**config.mk**
```make
export PLATFORM = sky130hd
export DESIGN_NAME = layer2_result_writer_flat
export DESIGN_NICKNAME = d
export VERILOG_FILES = /design/src/rtl/layer2_result_writer_pkg.sv /design/src/rtl/layer2_result_writer_if.sv /design/src/rtl/layer2_result_writer_pos_counter.sv /design/src/rtl/layer2_result_writer.sv /design/src/flat_wrapper.sv
export SDC_FILE = /design/constraint.sdc
export NUM_CORES = 1
export LEC_CHECK = 0
export BUFFER_PORTS_ARGS = -buffer_cell sky130_fd_sc_hd__buf_2
export CORE_MARGIN = 10
export CORE_UTILIZATION = 53
export DETAILED_ROUTE_END_ITERATION = 10
export GPL_TIMING_DRIVEN = 0
export PLACE_DENSITY = 0.82
export SLEW_MARGIN = 10
export SYNTH_ARGS = -nofsm -noshare
export SYNTH_HDL_FRONTEND = slang
export SYNTH_SLANG_ARGS = --single-unit
```
**constraint.sdc**
```tcl
create_clock -name clk -period 4.8 [get_ports clk]
set_input_delay 1.44 -clock clk [delete_from_list [all_inputs] [get_ports clk]]
set_output_delay 1.44 -clock clk [all_outputs]
set_load 0.03 [all_outputs]
```
**src/rtl/layer2_result_writer_pkg.sv**
```systemverilog
// Shared layer-2 definitions: writer state encoding, datapath defaults and the
// per-filter output-plane base address (also used by the layer-3 readers).
package layer2_pkg;

  typedef enum logic [2:0] {
    ST_IDLE,
    ST_WAIT_RES,
    ST_WRITE,
    ST_REQ,
    ST_DONE
  } l2w_state_e;

  localparam int unsigned L2_DATA_WIDTH = 16;
  localparam int unsigned L2_OUT_DIM    = 10;
  localparam int unsigned L2_NUM_FIL    = 4;

  // Output memory is filter-major: each filter owns one dim x dim plane.
  function automatic int unsigned fil_base(input int unsigned f, input int unsigned dim);
    return f * dim * dim;
  endfunction

endpackage

```
**src/rtl/layer2_result_writer_if.sv**
```systemverilog
// Layer-2 write-back bus: result capture from the filters, loader handshake
// and the output-memory write port. master = writer, slave = environment.
interface layer2_result_writer_if
  import layer2_pkg::*;
#(
  parameter int unsigned DATA_WIDTH = L2_DATA_WIDTH,
  parameter int unsigned NUM_FIL    = L2_NUM_FIL,
  parameter int unsigned ADDR_WIDTH = 32
);
  logic                          start;
  logic                          ldDone;
  logic                          resValid;
  logic [NUM_FIL*DATA_WIDTH-1:0] resData;
  logic                          wrEn;
  logic [ADDR_WIDTH-1:0]         wrAddr;
  logic [DATA_WIDTH-1:0]         wrData;
  logic                          ldBuf;
  logic                          done;
  logic                          overrun;

  modport master (
    input  start, ldDone, resValid, resData,
    output wrEn, wrAddr, wrData, ldBuf, done, overrun
  );

  modport slave (
    output start, ldDone, resValid, resData,
    input  wrEn, wrAddr, wrData, ldBuf, done, overrun
  );
endinterface

```
**src/rtl/layer2_result_writer_pos_counter.sv**
```systemverilog
// Row-major window position counter (row/col with wrap); shared with the
// layer-2 loader so both sides walk positions identically.
module layer2_pos_counter #(
  parameter int unsigned DIM = 10,
  localparam int unsigned CW = (DIM > 1) ? $clog2(DIM) : 1
) (
  input  logic          clk,
  input  logic          rst,
  input  logic          clr,
  input  logic          adv,
  output logic [CW-1:0] row,
  output logic [CW-1:0] col,
  output logic          last
);
  localparam logic [CW-1:0] MAX = CW'(DIM - 1);

  always_ff @(posedge clk or negedge rst) begin
    if (!rst) begin
      row <= '0;
      col <= '0;
    end else if (clr) begin
      row <= '0;
      col <= '0;
    end else if (adv) begin
      if (col == MAX) begin
        col <= '0;
        row <= (row == MAX) ? '0 : row + 1'b1;
      end else begin
        col <= col + 1'b1;
      end
    end
  end

  assign last = (row == MAX) && (col == MAX);
endmodule

```
**src/rtl/layer2_result_writer.sv**
```systemverilog
// Layer-2 result writer: captures NUM_FIL filter results per window and writes
// them filter-major to output memory. Optional ReLU at write-back: L2W_RELU_EN.
module layer2_result_writer
  import layer2_pkg::*;
#(
  parameter int unsigned DATA_WIDTH = L2_DATA_WIDTH,
  parameter int unsigned OUT_DIM    = L2_OUT_DIM,
  parameter int unsigned NUM_FIL    = L2_NUM_FIL,
  parameter int unsigned ADDR_WIDTH = 32
) (
  input  logic                   clk,
  input  logic                   rst,
  layer2_result_writer_if.master bus
);
  localparam int unsigned CW = (OUT_DIM > 1) ? $clog2(OUT_DIM) : 1;
  localparam int unsigned FW = (NUM_FIL > 1) ? $clog2(NUM_FIL) : 1;

  l2w_state_e                         state;
  logic [NUM_FIL-1:0][DATA_WIDTH-1:0] hold;
  logic [FW-1:0]                      fil_cnt;
  logic                               overrun_q;
  logic [CW-1:0]                      b_row, b_col;
  logic                               pos_last;
  logic                               fil_last;
  logic                               rearm;
  logic [DATA_WIDTH-1:0]              res_word;
  logic [ADDR_WIDTH-1:0]              addr_calc;

  assign rearm    = (state == ST_DONE) && bus.start;
  assign fil_last = (fil_cnt == FW'(NUM_FIL - 1));

  layer2_pos_counter #(.DIM(OUT_DIM)) u_pos (
    .clk  (clk),
    .rst  (rst),
    .clr  (rearm),
    .adv  (state == ST_REQ),
    .row  (b_row),
    .col  (b_col),
    .last (pos_last)
  );

  always_ff @(posedge clk or negedge rst) begin
    if (!rst) begin
      state     <= ST_IDLE;
      hold      <= '0;
      fil_cnt   <= '0;
      overrun_q <= 1'b0;
    end else begin
      case (state)
        ST_IDLE: begin
          if (bus.resValid) overrun_q <= 1'b1;
          if (bus.start)    state     <= ST_WAIT_RES;
        end
        ST_WAIT_RES: begin
          if (bus.resValid) begin
            if (bus.ldDone) begin
              hold    <= bus.resData;
              fil_cnt <= '0;
              state   <= ST_WRITE;
            end else begin
              overrun_q <= 1'b1;
            end
          end
        end
        ST_WRITE: begin
          if (bus.resValid) overrun_q <= 1'b1;
          fil_cnt <= fil_cnt + 1'b1;
          if (fil_last) state <= pos_last ? ST_DONE : ST_REQ;
        end
        ST_REQ: begin
          if (bus.resValid) overrun_q <= 1'b1;
          state <= ST_WAIT_RES;
        end
        ST_DONE: begin
          // Re-arm wins over a coincident stray resValid: the new frame starts clean.
          if (bus.start) begin
            overrun_q <= 1'b0;
            state     <= ST_WAIT_RES;
          end else if (bus.resValid) begin
            overrun_q <= 1'b1;
          end
        end
        default: state <= ST_IDLE;
      endcase
    end
  end

`ifdef L2W_RELU_EN
  assign res_word = hold[fil_cnt][DATA_WIDTH-1] ? '0 : hold[fil_cnt];
`else
  assign res_word = hold[fil_cnt];
`endif

  assign addr_calc = ADDR_WIDTH'(fil_base(32'(fil_cnt), OUT_DIM))
                   + ADDR_WIDTH'(b_row) * ADDR_WIDTH'(OUT_DIM)
                   + ADDR_WIDTH'(b_col);

  assign bus.wrEn    = (state == ST_WRITE);
  assign bus.wrAddr  = bus.wrEn ? addr_calc : '0;
  assign bus.wrData  = bus.wrEn ? res_word : '0;
  assign bus.ldBuf   = (state == ST_REQ);
  assign bus.done    = (state == ST_DONE);
  assign bus.overrun = overrun_q;
endmodule

```
**src/flat_wrapper.sv**
```systemverilog
// flat-port wrapper written by rule: the top's interface ports become plain ports
module layer2_result_writer_flat import layer2_pkg::*;
#(
  parameter int unsigned DATA_WIDTH = L2_DATA_WIDTH,
  parameter int unsigned OUT_DIM    = L2_OUT_DIM,
  parameter int unsigned NUM_FIL    = L2_NUM_FIL,
  parameter int unsigned ADDR_WIDTH = 32
)
  (clk, rst, bus_start, bus_ldDone, bus_resValid, bus_resData, bus_wrEn, bus_wrAddr, bus_wrData, bus_ldBuf, bus_done, bus_overrun);
  layer2_result_writer_if #(.DATA_WIDTH(DATA_WIDTH), .NUM_FIL(NUM_FIL), .ADDR_WIDTH(ADDR_WIDTH)) bus_i ();
  input  logic clk;
  input  logic rst;
  input wire logic [$bits(bus_i.start)-1:0] bus_start;
  input wire logic [$bits(bus_i.ldDone)-1:0] bus_ldDone;
  input wire logic [$bits(bus_i.resValid)-1:0] bus_resValid;
  input wire logic [$bits(bus_i.resData)-1:0] bus_resData;
  output wire logic [$bits(bus_i.wrEn)-1:0] bus_wrEn;
  output wire logic [$bits(bus_i.wrAddr)-1:0] bus_wrAddr;
  output wire logic [$bits(bus_i.wrData)-1:0] bus_wrData;
  output wire logic [$bits(bus_i.ldBuf)-1:0] bus_ldBuf;
  output wire logic [$bits(bus_i.done)-1:0] bus_done;
  output wire logic [$bits(bus_i.overrun)-1:0] bus_overrun;
  assign bus_i.start = bus_start;
  assign bus_i.ldDone = bus_ldDone;
  assign bus_i.resValid = bus_resValid;
  assign bus_i.resData = bus_resData;
  assign bus_wrEn = bus_i.wrEn;
  assign bus_wrAddr = bus_i.wrAddr;
  assign bus_wrData = bus_i.wrData;
  assign bus_ldBuf = bus_i.ldBuf;
  assign bus_done = bus_i.done;
  assign bus_overrun = bus_i.overrun;
  layer2_result_writer #(.DATA_WIDTH(DATA_WIDTH), .OUT_DIM(OUT_DIM), .NUM_FIL(NUM_FIL), .ADDR_WIDTH(ADDR_WIDTH)) u_core (.clk(clk), .rst(rst), .bus(bus_i));
endmodule
```
==> flow_summary_export.csv, run 1 <==
group,metric,value,unit
cells_and_area,insertedDiodeCount,0,
place,hpwl,8030,µm
clock_tree,clk_pin_slew,70,ps
sta,fin_skew,11.0,ps
worst_setup_path,cp_common_cell,"ha_4",
grt,grt_usage,16.5,%
die,core_area,8260,µm²
sta,min_period,4660,ps
sta,period_share,97.2,%
clock_tree,cts.htree.levels,3,
sta,fmax,214,MHz
routing,drc_errors,0,
logic_synthesis,async_reset_ff_share,100,%
place,place_congestion,0.772,
die,ios,121,
logic_synthesis,ys_seq_area_share,43.1,%
routing,drtPass1Iterations,4,
cells_and_area,final_nets,581,
power_and_ir_drop,total_power,0.00409,W
worst_hold_path,hold_path.class,"reg2reg",
job,maxCapViolations,0,
power_and_ir_drop,p_leak,2.78,nW
grt,grt_pass1_vias,3526,
power_and_ir_drop,ir_worst_vdd,326,µV
place,place_area,5250,µm²
worst_setup_path,critPathCaptureType,"output port",
grt,grt_overflow,0,
sta,tns,0,ps
status,outcome,"finished, final reports clean",
logic_synthesis,synth_common_cells,"dfrtp_1 (78), mux2_4 (35), buf_4 (23)",
sta,finalMaxSlewViolations,0,
logic_synthesis,synth_flop_cell,"dfrtp_1",
place,numPortBuffers,98,
worst_setup_path,cp.required,3360,ps
logic_synthesis,synth_edf_count,0,
die,die_w,112,µm
sta,finalSetupViolations,0,
routing,num_vias,3097,
cells_and_area,post-route-cell-area,5580,µm²
logic_synthesis,syn_inst,357,
worst_setup_path,path_class,"reg2out",
cells_and_area,area_growth,23.1,%
clock_tree,tritoncts,"built",
logic_synthesis,ys_ff_latch,78,
grt,antenna_found_initial,0,
worst_setup_path,critPathTopFamily,"adder cells",
die,num_rows,33,
clock_tree,cts_root_buf,"clkbuf_8",
routing,vias_per_cell,5.14,
die,dieArea,12600,µm²
logic_synthesis,syn_area,4530,µm²
worst_setup_path,timing.critical_path.buf_inv,1,
logic_synthesis,synth_top_cell_by_area,"dfrtp_1",
logic_synthesis,ys_types,44,
routing,first_iter_violations,102,
worst_setup_path,start_kind,"register",
sta,hold_violations,0,
logic_synthesis,yosysTopAreaCellShare,43.1,%
die,dieHeight,112,µm
worst_setup_path,path_max_fanout,3,
clock_tree,clock_sinks,78,
routing,antenna_left,0,
cells_and_area,layout-drive-gt1-share,47.4,%
worst_setup_path,slowest_delay,430,ps
grt,grt_first_pass_wirelength,17200,µm
worst_setup_path,cpMaxStageDelayCell,"dfrtp_2",
routing,wirelength,10300,µm
clock_tree,cts_buffers,9,
grt,grt_max_degree,42,
logic_synthesis,synth.avg_cell_area,12.7,µm²
power_and_ir_drop,power_density,733,nW/µm²
die,start_util,54.9,%
worst_setup_path,arrival,3220,ps
worst_setup_path,cp_cell_sequence,"ha_4, ha_4, fa_2, xor2_1, ha_1, and3_4, a221oi_4, xnor2_2, nand3_1, xnor2_1, nor2_1, buf_4",
logic_synthesis,yosys_warnings,0,
clock_tree,ctsLongestPathBuffers,2,
logic_synthesis,synth_area_leaders,"dfrtp_1 (43%), mux2_4 (12%), mux4_2 (8.0%)",
routing,routedWlPerCell,17.1,µm
sta,hold_ws,492,ps
logic_synthesis,yosysMostFrequentCell,"dfrtp_1",
clock_tree,clkLatencyLatePin,350,ps
repair_timing:
action                                  in CTS  in global routing
buffers inserted                             5                  3
endpoints found under the setup margin       5                  3
resized for setup                            7                 17
hold buffers                                 0                  0
pin swaps                                    3                  5
report_power, final:
part / switching [W] / internal, W
clock: 0.000238 / 0.000238
combinational: 0.00111 / 0.00130
sequential: 0.000219 / 0.000983
metal layers:
layer	GRT usage [%]	wire length, µm	part of all wire [%]	up-vias
li1	-	-	-	1476
met1	19.3	4370	42	1517
met2	27.8	5020	49	97
met3	6.60	864	8.4	7
met4	3.89	74	0.72	0
met5	0	0	0	-
registers in the layout, indices dropped and copies added, names as in the netlist:
register	count
u_core.bus.overrun	1
u_core.fil_cnt	2
u_core.hold	64
u_core.u_pos.row	4
u_core.u_pos.col	4
u_core.state	3
final cells by class:
class | instances | area, µm²
plain buffers | 36 | 277
well taps | 105 | 131
multi-input cells | 248 | 2390
inverters | 14 | 52.6
clock inverters | 5 | 58.8
flip-flops and latches | 78 | 1960
fillers | 637 | 2680
clock buffers | 10 | 128
repair buffers | 107 | 582
cells by family after synthesis:
family	after synthesis	synth area share, %
fa+ha+maj	18	5.47
compound gates	32	4.61
flops	78	43.1
buf+inv	52	7.32
other cells	1	0.0828
xor+xnor	14	2.71
mux	81	27.0
simple gates	81	9.75
metrics by stage:
stage	setup WS, ps	cells	utilization, %
CTS	13.7	602	66.5
global placement	53.4	581	63.3
floorplan	174	378	-
finish	137	603	67.5
global route	-20.7	603	67.5
detailed placement	10.8	582	63.6
worst reg2reg max path, cell delays in order (launching register included):
cell	delay [ps]
dfrtp_1	470
nor3b_2	310
nand3_1	160
buf_6	180
buf_6	170
mux2_1	320
layout by cell type (no fill, tap or decap), drive strengths merged, types with 2 or more instances in the layout:
| cell type | n |
|---|---|
| xnor2 | 10 |
| buf | 137 |
| a21o | 3 |
| nand2 | 12 |
| o21ai | 10 |
| and2 | 19 |
| nor2b | 9 |
| mux4 | 16 |
| conb | 22 |
| nor3 | 4 |
| o21bai | 2 |
| clkbuf | 16 |
| nand2b | 2 |
| o21a | 2 |
| nor3b | 4 |
| nand3 | 6 |
| inv | 15 |
| ha | 15 |
| clkinvlp | 2 |
| xor2 | 4 |
| fa | 3 |
| a21oi | 7 |
| mux2 | 64 |
| nor2 | 20 |
| dfrtp | 78 |
final timing paths:
check	startpoint	end	slack [ps]	depth (start not counted)
setup / recovery	u_core.u_pos.row[1]	bus_wrAddr[8]	140	12
max in group asynchronous	rst	u_core.u_pos.row[0]	3150	2
min in group asynchronous	rst	u_core.hold[15]	1050	1
hold reg to reg	u_core.hold[41]	u_core.hold[41]	490	1
hold / removal	u_core.hold[41]	u_core.hold[41]	490	1
setup reg to reg	u_core.state[1]	u_core.hold[49]	3080	5
Note: power is estimated with default switching activity, not from simulation.
==> run 2: changes to the inputs <==
--- a/config.mk
+++ b/config.mk
@@ -11,6 +11,7 @@
 export DETAILED_ROUTE_END_ITERATION = 10
 export GPL_TIMING_DRIVEN = 0
 export PLACE_DENSITY = 0.82
+export SETUP_SLACK_MARGIN = 0.3
 export SLEW_MARGIN = 10
 export SYNTH_ARGS = -nofsm -noshare
 export SYNTH_HDL_FRONTEND = slang
==> flow_summary_export.csv, run 2 (synthesis gave the netlist of run 1 again) <==
group,metric,value,unit
cells_and_area,layout_commonest_cell,"buf_2",
routing,vias_per_cell,5.17,
place,hpwl,8100,µm
power_and_ir_drop,power_density,775,nW/µm²
grt,grt_overflow,0,
worst_setup_path,path_max_fanout,3,
clock_tree,clkLatencyLatePin,350,ps
die,dieArea,12600,µm²
power_and_ir_drop,total_power,0.00444,W
cells_and_area,max_flop_register,"u_core.hold",
sta,worst_slew_pin_slew,505,ps
routing,antenna_left,0,
sta,slew_headroom,66.3,%
routing,first_iter_violations,103,
grt,grtUsageMet3,5.48,%
power_and_ir_drop,p_leak,2.85,nW
sta,min_period,4590,ps
worst_setup_path,cp.required,3360,ps
sta,hold_ws,487,ps
sta,period_share,95.6,%
power_and_ir_drop,ir_worst_vdd,391,µV
place,place_congestion,0.786,
routing,routedWlPerCell,17.9,µm
power_and_ir_drop,cellInternalPower,0.00273,W
sta,finalMaxSlewViolations,0,
grt,busiest_layer,"met2",
die,die_w,112,µm
die,ios,121,
clock_tree,cts.htree.levels,3,
grt,grt_max_degree,43,
cells_and_area,layout-drive-gt1-share,50.0,%
job,maxCapViolations,0,
sta,setup_ws,210,ps
worst_setup_path,arrival,3150,ps
place,numPortBuffers,98,
grt,grt_usage,17.2,%
cells_and_area,mostFrequentLayoutCells,"buf_2 (96), dfrtp_1 (74), buf_4 (37)",
cells_and_area,fill_cells,599,
routing,drtPass1Iterations,4,
cells_and_area,largest_reg_flops,64,
power_and_ir_drop,pwr-share-comb,62.3,%
cells_and_area,multi_input_area,2460,µm²
worst_hold_path,hold_path.class,"reg2reg",
power_and_ir_drop,power_switching,0.00171,W
cells_and_area,post-route-cell-area,5730,µm²
clock_tree,cts_buffers,9,
cells_and_area,final_nets,589,
sta,finalSetupViolations,0,
cells_and_area,insertedDiodeCount,0,
clock_tree,clk_pin_slew,80,ps
routing,num_vias,3159,
die,num_rows,33,
die,start_util,54.9,%
sta,rsz0062_at_grt,"yes",
clock_tree,ctsLongestPathBuffers,2,
power_and_ir_drop,clkPwrFrac,10.8,%
sta,fin_skew,11.6,ps
worst_setup_path,path_class,"reg2out",
sta,fmax,218,MHz
clock_tree,clock_sinks,78,
power_and_ir_drop,seqPwrFrac,26.8,%
die,core_area,8260,µm²
sta,hold_violations,0,
die,dieHeight,112,µm
cells_and_area,register_area,1960,µm²
grt,grt_pass1_vias,3599,
routing,wirelength,10900,µm
cells_and_area,fin_util,69.4,%
cells_and_area,reg_top3,"u_core.hold (64), u_core.u_pos.col (4), u_core.u_pos.row (4)",
grt,grt_util_met1,20.4,%
place,place_area,5260,µm²
worst_setup_path,critPathCaptureType,"output port",
grt,grt_use_met2,29.2,%
power_and_ir_drop,sw_frac_of_total,38.6,%
status,outcome,"finished, final reports clean",
clock_tree,cts_root_buf,"clkbuf_8",
cells_and_area,area_growth,26.5,%
grt,grt_first_pass_wirelength,17800,µm
place,pre_cts_ws,-53.3,ps
grt,antenna_found_initial,0,
clock_tree,tritoncts,"built",
clock_tree,holdBufCountCts,0,
worst_setup_path,start_kind,"register",
routing,drc_errors,0,
[run 2: metal layers]
| layer | vias up | part of all wire [%] |
|---|---|---|
| met5 | - | 0 |
| met4 | 0 | 1.3 |
| met3 | 13 | 6.7 |
| met2 | 95 | 50 |
| met1 | 1562 | 42 |
| li1 | 1489 | - |
[run 2: worst paths after layout]
| check | slack (ps) | endpoint | depth (start not counted) | from |
|---|---|---|---|---|
| setup / recovery | 210 | bus_wrAddr[8] | 12 | u_core.u_pos.row[1] |
| max in group asynchronous | 3160 | u_core.u_pos.row[0] | 2 | rst |
| hold reg to reg | 490 | u_core.hold[44] | 1 | u_core.hold[44] |
| setup reg to reg | 3060 | u_core.hold[39] | 5 | u_core.state[1] |
| hold / removal | 490 | u_core.hold[44] | 1 | u_core.hold[44] |
| min in group asynchronous | 1050 | u_core.hold[63] | 1 | rst |
[run 2: worst max-delay path, stage by stage (launching register included)]
cell and delay, ps:
dfrtp_2 430, ha_4 220, ha_4 160, fa_2 350, xor2_1 150, ha_1 310
buf_6 140, a221oi_4 350, xnor2_2 180, nand3_2 130, xnor2_2 160, nor2_2 90
buf_6 140
[run 2: metrics by stage]
step	TNS, ps	instances
2_1_floorplan	0	378
3_3_place_gp	-17.1	581
3_5_place_dp	-53.3	582
4_1_cts	0	608
5_1_grt	0	611
6_report	0	611
[run 2: cell type report]
cell class / count / share of cell area, %
multi-input cells: 248 / 42.9
flip-flops and latches: 78 / 34.1
repair buffers: 113 / 11.1
plain buffers: 38 / 5.39
well taps: 105 / 2.29
clock buffers: 10 / 2.23
clock inverters: 5 / 1.03
inverters: 14 / 0.917
[run 2: timing repair]
| item | 4_1_cts | 5_1_grt |
|---|---|---|
| setup endpoints to repair | 7 | 5 |
| resized for setup | 26 | 15 |
| pin swaps | 13 | 3 |
| cloned | 0 | 0 |
| buffers inserted | 11 | 3 |
[run 2: power by group through the flow]
stage / sequential [W] / clock [W] / combinational [W]
global route: 0.00123 / 0.000520 / 0.00304
CTS: 0.00119 / 0.000494 / 0.00255
finish: 0.00119 / 0.000481 / 0.00277
detailed placement: 0.00122 / 0 / 0.00214
global placement: 0.00119 / 0 / 0.00207
floorplan: 0.00113 / 0 / 0.00178
